## src/rtl/uart_rx_if.sv

```systemverilog
// Byte output handshake of the UART receiver: the producer asserts rx_valid with rx_data,
// and the consumer accepts the byte with rx_ready.
interface uart_rx_if;
  logic [7:0] rx_data;
  logic       rx_valid;
  logic       rx_ready;

  modport master (output rx_data, output rx_valid, input rx_ready);
  modport slave  (input rx_data, input rx_valid, output rx_ready);
endinterface

```

## src/rtl/uart_rx.sv

```systemverilog
// UART receiver: 8N1 at CLKS_PER_BIT clocks per bit, mid-bit sampling,
// single-register valid/ready output with frame-error and overrun pulses.
// Optional macro UART_RX_PARITY_EN switches the frame to 8E1 and enables parity_err.
module uart_rx #(
  parameter int unsigned CLKS_PER_BIT = 868
) (
  input  logic      clk,
  input  logic      rst,
  input  logic      rx,
  uart_rx_if.master out_if,
  output logic      frame_err,
  output logic      overrun,
  output logic      parity_err
);

  localparam int unsigned CW = $clog2(CLKS_PER_BIT);
  localparam int unsigned H  = CLKS_PER_BIT / 2;
  localparam logic [CW-1:0] HALF_LAST = CW'(H - 1);
  localparam logic [CW-1:0] BIT_LAST  = CW'(CLKS_PER_BIT - 1);

  typedef enum logic [2:0] {
    IDLE,
    START,
    DATA,
`ifdef UART_RX_PARITY_EN
    PARITY,
`endif
    STOP,
    WAIT_HIGH
  } state_e;

  logic          sync1_q, sync2_q;
  logic          rx_s;
  state_e        state_q, state_d;
  logic [CW-1:0] cnt_q, cnt_d;
  logic [2:0]    bit_q, bit_d;
  logic [7:0]    sh_q, sh_d;
  logic [7:0]    data_q, data_d;
  logic          valid_q, valid_d;
  logic          ferr_q, ferr_c;
  logic          ovr_q, ovr_d;
  logic          done_c;
`ifdef UART_RX_PARITY_EN
  logic          par_q, par_d;
  logic          perr_q, perr_c;
`endif

  assign rx_s = sync2_q;

  // Next-state, sampling and output-register logic.
  always_comb begin
    state_d = state_q;
    cnt_d   = cnt_q + CW'(1);
    bit_d   = bit_q;
    sh_d    = sh_q;
    ferr_c  = 1'b0;
    done_c  = 1'b0;
    data_d  = data_q;
    valid_d = valid_q;
    ovr_d   = 1'b0;
`ifdef UART_RX_PARITY_EN
    par_d   = par_q;
    perr_c  = 1'b0;
`endif
    case (state_q)
      IDLE: begin
        cnt_d = '0;
        if (!rx_s) state_d = START;
      end
      START: begin
        if (cnt_q == HALF_LAST) begin
          cnt_d   = '0;
          bit_d   = '0;
          state_d = rx_s ? IDLE : DATA;
        end
      end
      DATA: begin
        if (cnt_q == BIT_LAST) begin
          cnt_d = '0;
          sh_d  = {rx_s, sh_q[7:1]};
          bit_d = bit_q + 3'd1;
          if (bit_q == 3'd7) begin
`ifdef UART_RX_PARITY_EN
            state_d = PARITY;
`else
            state_d = STOP;
`endif
          end
        end
      end
`ifdef UART_RX_PARITY_EN
      PARITY: begin
        if (cnt_q == BIT_LAST) begin
          cnt_d   = '0;
          par_d   = rx_s;
          state_d = STOP;
        end
      end
`endif
      STOP: begin
        if (cnt_q == BIT_LAST) begin
          cnt_d = '0;
          if (!rx_s) begin
            ferr_c  = 1'b1;
            state_d = WAIT_HIGH;
          end else begin
            state_d = IDLE;
`ifdef UART_RX_PARITY_EN
            // Even parity: data bits plus parity bit must have an even count of ones.
            if (^{sh_q, par_q}) perr_c = 1'b1;
            else                done_c = 1'b1;
`else
            done_c = 1'b1;
`endif
          end
        end
      end
      WAIT_HIGH: begin
        cnt_d = '0;
        if (rx_s) state_d = IDLE;
      end
      default: state_d = IDLE;
    endcase

    if (done_c) begin
      if (!valid_q || out_if.rx_ready) begin
        data_d  = sh_q;
        valid_d = 1'b1;
      end else begin
        ovr_d = 1'b1;
      end
    end else if (valid_q && out_if.rx_ready) begin
      valid_d = 1'b0;
    end
  end

  // State, synchronizer and output registers; reset aborts any frame in progress.
  always_ff @(posedge clk) begin
    if (rst) begin
      sync1_q <= 1'b1;
      sync2_q <= 1'b1;
      state_q <= IDLE;
      cnt_q   <= '0;
      bit_q   <= '0;
      sh_q    <= '0;
      data_q  <= '0;
      valid_q <= 1'b0;
      ferr_q  <= 1'b0;
      ovr_q   <= 1'b0;
`ifdef UART_RX_PARITY_EN
      par_q   <= 1'b0;
      perr_q  <= 1'b0;
`endif
    end else begin
      sync1_q <= rx;
      sync2_q <= sync1_q;
      state_q <= state_d;
      cnt_q   <= cnt_d;
      bit_q   <= bit_d;
      sh_q    <= sh_d;
      data_q  <= data_d;
      valid_q <= valid_d;
      ferr_q  <= ferr_c;
      ovr_q   <= ovr_d;
`ifdef UART_RX_PARITY_EN
      par_q   <= par_d;
      perr_q  <= perr_c;
`endif
    end
  end

  assign out_if.rx_data  = data_q;
  assign out_if.rx_valid = valid_q;
  assign frame_err       = ferr_q;
  assign overrun         = ovr_q;
`ifdef UART_RX_PARITY_EN
  assign parity_err      = perr_q;
`else
  assign parity_err      = 1'b0;
`endif

endmodule

```

## src/flat_wrapper.sv

```systemverilog
// flat-port wrapper written by rule: the top's interface ports become plain ports
module uart_rx_flat 
#(
  parameter int unsigned CLKS_PER_BIT = 868
)
  (clk, rst, rx, frame_err, overrun, parity_err, out_if_rx_data, out_if_rx_valid, out_if_rx_ready);
  uart_rx_if out_if_i ();
  input  logic clk;
  input  logic rst;
  input  logic rx;
  output logic frame_err;
  output logic overrun;
  output logic parity_err;
  output wire logic [$bits(out_if_i.rx_data)-1:0] out_if_rx_data;
  output wire logic [$bits(out_if_i.rx_valid)-1:0] out_if_rx_valid;
  input wire logic [$bits(out_if_i.rx_ready)-1:0] out_if_rx_ready;
  assign out_if_rx_data = out_if_i.rx_data;
  assign out_if_rx_valid = out_if_i.rx_valid;
  assign out_if_i.rx_ready = out_if_rx_ready;
  uart_rx #(.CLKS_PER_BIT(CLKS_PER_BIT)) u_core (.clk(clk), .rst(rst), .rx(rx), .out_if(out_if_i), .frame_err(frame_err), .overrun(overrun), .parity_err(parity_err));
endmodule
```

## config.mk

```make
export PLATFORM = sky130hd
export DESIGN_NAME = uart_rx_flat
export DESIGN_NICKNAME = d
export VERILOG_FILES = /design/src/rtl/uart_rx_if.sv /design/src/rtl/uart_rx.sv /design/src/flat_wrapper.sv
export SDC_FILE = /design/constraint.sdc
export NUM_CORES = 1
export LEC_CHECK = 0
export CORE_MARGIN = 2
export CORE_UTILIZATION = 55
export CTS_CLUSTER_SIZE = 25
export DETAILED_ROUTE_END_ITERATION = 12
export DONT_BUFFER_PORTS = 1
export GPL_TIMING_DRIVEN = 0
export PLACE_DENSITY = 0.71
export SLEW_MARGIN = 20
export SYNTH_ARGS = -nofsm -noshare
export SYNTH_HDL_FRONTEND = slang
export SYNTH_SLANG_ARGS = --single-unit
```

## constraint.sdc

```tcl
create_clock -name clk -period 4.7 [get_ports clk]
set_input_delay 0.94 -clock clk [delete_from_list [all_inputs] [get_ports clk]]
set_output_delay 0.94 -clock clk [all_outputs]
set_load 0.01 [all_outputs]
```

==> summary.txt <==
EDFF count, synth - 0
largest net degree at the start of global routing - 12
area delta synth->final - 5.93%
Chip Width - 58.7 um
Mapped Cells - 178
ys flop type - dfxtp_1
Pins Over Slew Limit - 0
maximum clock path buffer count - 2
die area - 0.00345 sq mm
Hold Path Class - reg2reg
Post-Syn Nets - 186
post-route ant nets - 0
fin crit share - 41.0%
power per cell area - 285 mW/mm^2
IO buf count - 0
cts-stage hold buffer count - 0
Overflow after GRT - 0
IO Pins - 16
Final HPWL DP - 2150 um
Worst Clk Skew - 0.00822 ns
Worst setup SP type - flop
sequential share of the synthesized area - 45.0%
Synth top area share - 45.0%
CP required - 4.99 ns
Core Box Area - 0.00281 sq mm
minimum clock period - 1.93 ns
CP Class - reg2reg
fmax - 518 MHz
Max Cap Viol - 0
# DRC - 3
initial antenna violation count - 0
Crit-path slowest cell - dfxtp_1
Synth top cells by count - dfxtp_1 (37), nand2_1 (22), a21oi_1 (17), nand3_1 (12), nor2_2 (9)
failing checks - design-rule violations
Worst-Skew Late Latency - 0.34 ns
CP cell instances - ha_1 > nor4bb_4 > nand4_1 > nor2_1 > mux2_2
vias in the first global route - 1168
layout cells sized above 1 - 17.8%
mean post-synth cell area - 9.24 sq um
Total GRT Usage - 19.5%
Root Buffer - clkbuf_4
Slew headroom - 63.2%
drt first pass iters - 8
Initial Util - 58.7%
Hold Vio Cnt, Final - 0
Leak Pwr - 0.000574 uW
cts bufs inserted - 5
CP endpoint kind - flop
CTS tree - built
VDD IR max - 0.000197 V
first-pass GRT wire length - 5080 um
Post-CTS Setup Inserts - 0
PostCTS Resize Cnt - 0
clk sink count - 37
count leader, synth - dfxtp_1
RSZ-0062 raised after global routing - no
drt via density - 5.93
final cell count without fillers - 216
ys async rst share - 0%
Final #Nets - 193
gpl congestion - 0.864
Critical Path AT - 2.22 ns
setup violators final - 0
worst-path fanout max - 9
top post-synthesis cells by area - dfxtp_1 (45%), a21oi_1 (5.2%), nand2_1 (5.0%)
Iteration-0 DRC Markers - 35
Mapped Area - 0.00165 sq mm
standard-cell row count - 19
largest area contributor in the netlist - dfxtp_1
Cell variety after synth - 45
DRT Wirelength - 2940 um
vias - 1280
Max stage delay on crit path - 0.42 ns
Max H-tree Level - 2
wire per inst - 13.6 um
synthesis warning total - 0
status - finished with violations
setup TNS - 0 ns
worst-margin pin slew - 0.550 ns
Clock Pin Slew Worst Setup and Hold Paths - 0.10 ns
synthesis-stage register bit count - 37
die height - 58.7 um
diode count - 0
placed cells - 209
sequential cells by signal (all words and copies together) (netlist names):
signal	count
u_core.frame_err	1
u_core.rx_s	1
u_core.sync1_q	1
u_core.state_q	3
u_core.bit_q	3
u_core.out_if.rx_valid	1
u_core.out_if.rx_data	8
u_core.sh_q	8
u_core.cnt_q	10
u_core.overrun	1
metal layers:
metal	wire length [um]	global-route usage [%]	up-vias
met1	1310	25.0	598
met5	0	0	-
met3	146	6.59	9
li1	-	-	639
met4	72	7.47	0
met2	1410	30.5	34
cell families after synthesis:
kind of cell / after synthesis / share of synthesized area [%]
other: 1 / 0.228
buffers and inverters: 12 / 4.26
XOR/XNOR: 8 / 4.26
AND/OR/NAND/NOR: 82 / 30.4
adder cells (fa/ha/maj): 4 / 3.04
AO/OA/AOI/OAI: 33 / 12.1
flip-flops: 37 / 45.0
multiplexers: 1 / 0.684
cell usage in the layout, fill, tap and decap left out, types with 3 or more instances in the layout:
cell type	Yosys	routed
o21ai_0	8	8
a21oi_1	17	17
nor2_1	5	5
and4_1	3	3
nor3_1	3	3
ha_1	4	4
dfxtp_1	37	37
clkbuf_4	0	5
nand3_1	12	12
nor2b_1	3	3
clkbuf_1	5	5
nand2_1	22	22
nand4_1	3	3
xor2_1	6	6
nor2_2	9	9
per-stage QoR:
step,hold slack [ns],total power (uW),instance area (sq um),setup slack [ns],util (%)
2_1_floorplan,0.389,333,1650,2.76,-
3_3_place_gp,0.391,336,1680,2.66,60.0
3_5_place_dp,0.400,336,1680,2.65,60.0
4_1_cts,0.426,501,1740,2.75,62.1
5_1_grt,0.448,519,1740,2.49,62.1
6_report,0.421,497,1740,2.77,62.1
critical path: cells and delay by family, from the launching register on:
kind / cells / cell delay, ns
simple gates: 3 / 1.00
fa+ha+maj: 1 / 0.27
flops: 1 / 0.42
mux: 1 / 0.20
power by group:
part,internal [uW],switching [uW]
clock network,70.0,97.8
logic,4.12,7.85
registers,315,2.05
final timing paths:
path	start	end	slack (ns)	cells after the start
setup / recovery	u_core.cnt_q[0]	u_core.bit_q[0]	2.77	5
hold / removal	u_core.sync1_q	u_core.rx_s	0.42	1
setup reg to reg	u_core.cnt_q[0]	u_core.bit_q[0]	2.77	5
hold reg to reg	u_core.sync1_q	u_core.rx_s	0.42	1
final cells by class:
type | count | area (sq um)
clock buffer | 6 | 51.3
fill | 265 | 1060
buffer | 11 | 66.3
inverter | 1 | 3.75
clock inverter | 1 | 7.51
multi-input combinational | 129 | 835
sequential | 37 | 741
tap | 31 | 38.8
(Power assumes the default switching activity.)
==> edit 1 (config.mk and constraints unchanged) <==
Make the reset (`rst`) asynchronous in one clocked block. Comments in the files are not updated.
--- a/src/rtl/uart_rx.sv
+++ b/src/rtl/uart_rx.sv
@@ -136,5 +136,5 @@
 
   // State, synchronizer and output registers; reset aborts any frame in progress.
-  always_ff @(posedge clk) begin
+  always_ff @(posedge clk or posedge rst) begin
     if (rst) begin
       sync1_q <= 1'b1;
Formal check against the unedited RTL: no difference found for any inputs over 10 cycles, from zero or initial values and one cycle with rst high; that may be too few to reach the edited logic, so the function may still have changed.
==> edit 1 against the unedited design <==
  * Sequential power up 1%
  * Routed wire length down 0.41%
  * Maximum frequency up 0.71%
  * Clock skew up 0.0067 ns
  * Via count down 14%
  * Sequential cell count unchanged
  * Largest cell class is now flip-flops and latches
  * Area after synthesis up 7.6%
  * Highest routed layer unchanged
  * Total power up 2.3%
  * Design area up 8.5%
  * First-iteration DRC count up 2.9%
  * Worst setup slack better by 0.013 ns
  * Critical endpoint is now u_core.cnt_q[3]
  * Clock power up 7%
  * Count of clock-buffer cells in the layout unchanged
  * Combinational power down 40%
==> edit 1: results (changes against the unedited design) <==
| Metric | Value |
|---|---|
| Routability cong. | 0.802 (was 0.864) |
| Max Clock Skew | 0.0149 ns (was 0.00822 ns) |
| Share of cells above drive strength 1 | 26.1% (was 17.8%) |
| Clock power share | 35.4% (was 33.8%) |
| HP Start | u_core.sync1_q (unchanged) |
| M2 GR Usage | 26.1% (was 30.5%) |
| Crit path DAT | 2.13 ns (was 2.22 ns) |
| Worst setup endpoint | u_core.cnt_q[3] (was u_core.bit_q[0]) |
| Met2 wire length | 1290 um (was 1410 um) |
| Outcome | complete, no violations (was finished with violations) |
| Synth cell types | 46 (was 45) |
| Met3 usage | 6.61% (was 6.59%) |
| Filler cells | 270 (was 265) |
| Synth top area cells | dfrtp_1, mux2_2, nor3_1 (was dfxtp_1, a21oi_1, nand2_1) |
| Combinational share of power | 1.4% (was 2.4%) |
| All-Layer GR Usage | 18.5% (was 19.5%) |
| Sequential cell area fraction in the yosys report | 52.4% (was 45.0%) |
| Post-CTS Resized | 0 (unchanged) |
| Worst hold stages | 0 (was 1) |
| DR iter-0 viols | 36 (was 35) |
| Worst hold slack | 0.369 ns (was 0.421 ns) |
| Detailed placer's ending HPWL | 2010 um (was 2150 um) |
| Crit Path Max Fanout | 10 (was 9) |
| Internal power | 394 uW (was 389 uW) |
| CP max-delay cell | dfrtp_1 (was dfxtp_1) |
| Placed instance count | 189 (was 209) |
| Met3 routed WL | 153 um (was 146 um) |
| Met1 usage | 26.1% (was 25.0%) |
| # diodes | 0 (unchanged) |
| Via density per instance | 5.62 (was 5.93) |
| Leak | 0.911 nW (was 0.574 nW) |
| Placed cell areas | 1830 um2 (was 1680 um2) |
| Vias in the first global route | 1028 (was 1168) |
| Pin count of the biggest net entering global routing | 38 (was 12) |
| Vias | 1107 (was 1280) |
| Worst slack at placement | 2.79 ns (was 2.65 ns) |
| Setup bufs post-CTS | 0 (unchanged) |
| P per Cell Area | 269 nW/um2 (was 285 nW/um2) |
| Asr flop ratio synth | 100% (was 0%) |
| Crit share post-route | 40.7% (was 41.0%) |
| Setup crit start | u_core.cnt_q[0] (unchanged) |
| Drt wl/cell | 14.8 um (was 13.6 um) |
| Post-synth top cells | dfrtp_1, mux2_2, nor3_1 (was dfxtp_1, nand2_1, a21oi_1) |
| Met1 wire length | 1450 um (was 1310 um) |
| VDD IR-drop max | 0.176 mV (was 0.197 mV) |
| DRT Pass-1 Iters | 4 (was 8) |
## edit 1: cell types whose count changed in the layout (fill, tap and decap cells not counted), moves of 3 or more
cell / unedited run / this run
dfrtp_1: 0 / 35
a21oi_1: 17 / 4
mux2_2: 1 / 15
clkbuf_1: 5 / 2
dfxtp_1: 37 / 0
o21ai_0: 8 / 3
nor3_1: 3 / 11
nor2_2: 9 / 0
nand2_1: 22 / 8
## edit 1: final cells by class
type	count	area (um2)	area share [%]
plain buffers	5	36.3	1.92
clock buffers	6	51.3	2.71
clock inverters	2	13.8	0.728
inverters	3	11.3	0.596
multi-input cells	100	795	42.0
flip-flops and latches	37	928	49.1
well taps	44	55.1	2.91
## edit 1: logic make-up (layout without fill, tap and decap cells)
logic type	after synthesis	count (layout)	synth area share (%)
xor gates and xnor gates	8	8	3.96
AOI/OAI and AO/OA	12	12	4.17
other	1	1	0.212
adders and majority gates	4	4	2.83
muxes	17	17	11.0
DFF	37	37	52.4
buffers and inverters	8	16	2.69
and+or+nand+nor	58	58	22.8
==> edit 2 (same settings) <==
Made on the original files. Add a define of `UART_RX_PARITY_EN`.
--- a/src/rtl/uart_rx.sv
+++ b/src/rtl/uart_rx.sv
@@ -2,4 +2,6 @@
 // single-register valid/ready output with frame-error and overrun pulses.
 // Optional macro UART_RX_PARITY_EN switches the frame to 8E1 and enables parity_err.
+`define UART_RX_PARITY_EN
+
 module uart_rx #(
   parameter int unsigned CLKS_PER_BIT = 868
Behaviour: same outputs for any inputs over 10 cycles, from zero or initial values and one cycle with rst high; that may be too few to reach the edited logic, so the function may still have changed.
==> edit 2 against the unedited design <==
  * Utilization is 0.71 points higher
  * Final cell count is 13% higher
  * Worst setup slack worse by 0.16 ns
  * Area after synthesis is 9.0% higher
  * Sequential cell count is 2 higher
  * Via count is 5.5% higher
  * Routed wire length is 19% higher
  * Count of clock-buffer cells in the layout stayed put
  * Design area is 11% higher
  * Critical endpoint is now u_core.out_if.rx_data[3]
Power is not compared: it rests on default switching activity, and its combinational part moved more than twofold at a synthesized area within 25%.
==> edit 2: results (changes against the unedited design) <==
| Metric | Value |
|---|---|
| Share of cells above drive strength 1 | 12.0% (was 17.8%) |
| Synth Net Count | 200 (was 186) |
| DRT Pass-1 Iters | 4 (was 8) |
| Drt wl/cell | 14.3 um (was 13.6 um) |
| Outcome | complete, no violations (was finished with violations) |
| Detailed placer's ending HPWL | 2510 um (was 2150 um) |
| HP Start | u_core.sync1_q (unchanged) |
| Crit path DAT | 2.31 ns (was 2.22 ns) |
| Nets | 207 (was 193) |
| Clk. pwr | 235 uW |
| Worst hold slack | 0.420 ns (was 0.421 ns) |
| Placed cell areas | 1850 um2 (was 1680 um2) |
| Via density per instance | 5.53 (was 5.93) |
| Pin count of the biggest net entering global routing | 13 (was 12) |
| Reg clk slew, reported paths | 0.11 ns |
| Sequential cell area fraction in the yosys report | 43.5% (was 45.0%) |
| Ys Warns | 0 (unchanged) |
| Crit Path Max Fanout | 8 (was 9) |
| Placed instance count | 236 (was 209) |
| Worst path max stage delay | 0.40 ns (was 0.42 ns) |
| Slew HR | 63.7% (was 63.2%) |
| Mapped Cells | 192 (was 178) |
| First-pass GRT wire length | 6190 um (was 5080 um) |
| Synth cell types | 43 (was 45) |
| Routability cong. | 0.891 (was 0.864) |
| DR iter-0 viols | 63 (was 35) |
| Vias | 1350 (was 1280) |
| VDD IR-drop max | 0.267 mV |
| Clk_lat worst skew | 0.35 ns |
| Max Clock Skew | 0.0138 ns (was 0.00822 ns) |
| All-Layer GR Usage | 22.7% (was 19.5%) |
| R2R depth | 7 (was 5) |
| Post-synth top cells | dfxtp_1, nor2_1, nand3_1 (was dfxtp_1, nand2_1, a21oi_1) |
| Synth top area cells | dfxtp_1, nor2_1, mux2i_1 (was dfxtp_1, a21oi_1, nand2_1) |
| RR Endpoint | u_core.out_if.rx_data[3] (was u_core.bit_q[0]) |
| Worst slack at placement | 2.65 ns (about the same) |
| Design Power | 742 uW |
-- edit 2: cell count changes after synthesis, moves of 3 or more --
cell / delta
a21oi_1: -6
nor2_2: -9
nand2_1: -19
nor2_1: +25
nand3b_1: +3
xnor2_1: +5
o21ai_0: +3
mux2i_1: +10
-- edit 2: routing by layer --
metal	track usage (%)	vias up	part of all wire, %
li1	-	678	-
met1	28.1	632	43
met2	37.7	32	50
met3	6.72	8	4.9
met4	8.07	0	2.0
met5	0	-	0
-- edit 2: how the worst max path moves through the flow --
stage               cells past startpoint  slack (ns)                  endpoint       startpoint
floorplan                               6        2.83  u_core.out_if.rx_data[0]  out_if_rx_ready
global placement                        7        2.70  u_core.out_if.rx_data[6]  u_core.cnt_q[0]
detailed placement                      7        2.65  u_core.out_if.rx_data[3]  u_core.cnt_q[0]
CTS                                     7        2.62  u_core.out_if.rx_data[3]  u_core.cnt_q[0]
global route                            7        2.41  u_core.out_if.rx_data[3]  u_core.cnt_q[0]
finish                                  7        2.61  u_core.out_if.rx_data[3]  u_core.cnt_q[0]
-- edit 2: cell type report --
type	instances	area, um2
Clock inverter	2	35.0
Fill cell	263	1140
Multi-Input combinational cell	139	950
Buffer	11	51.3
Clock buffer	6	51.3
Tap cell	44	55.1
Sequential cell	39	781
Inverter	3	11.3
-- edit 2: kinds of logic after synthesis --
group | count (synthesis) | synth area share [%]
muxes | 10 | 5.58
buffers and inverters | 14 | 3.49
and+or+nand+nor | 77 | 23.0
xor gates and xnor gates | 16 | 10.5
AOI/OAI and AO/OA | 32 | 11.1
DFF | 39 | 43.5
adders and majority gates | 4 | 2.79
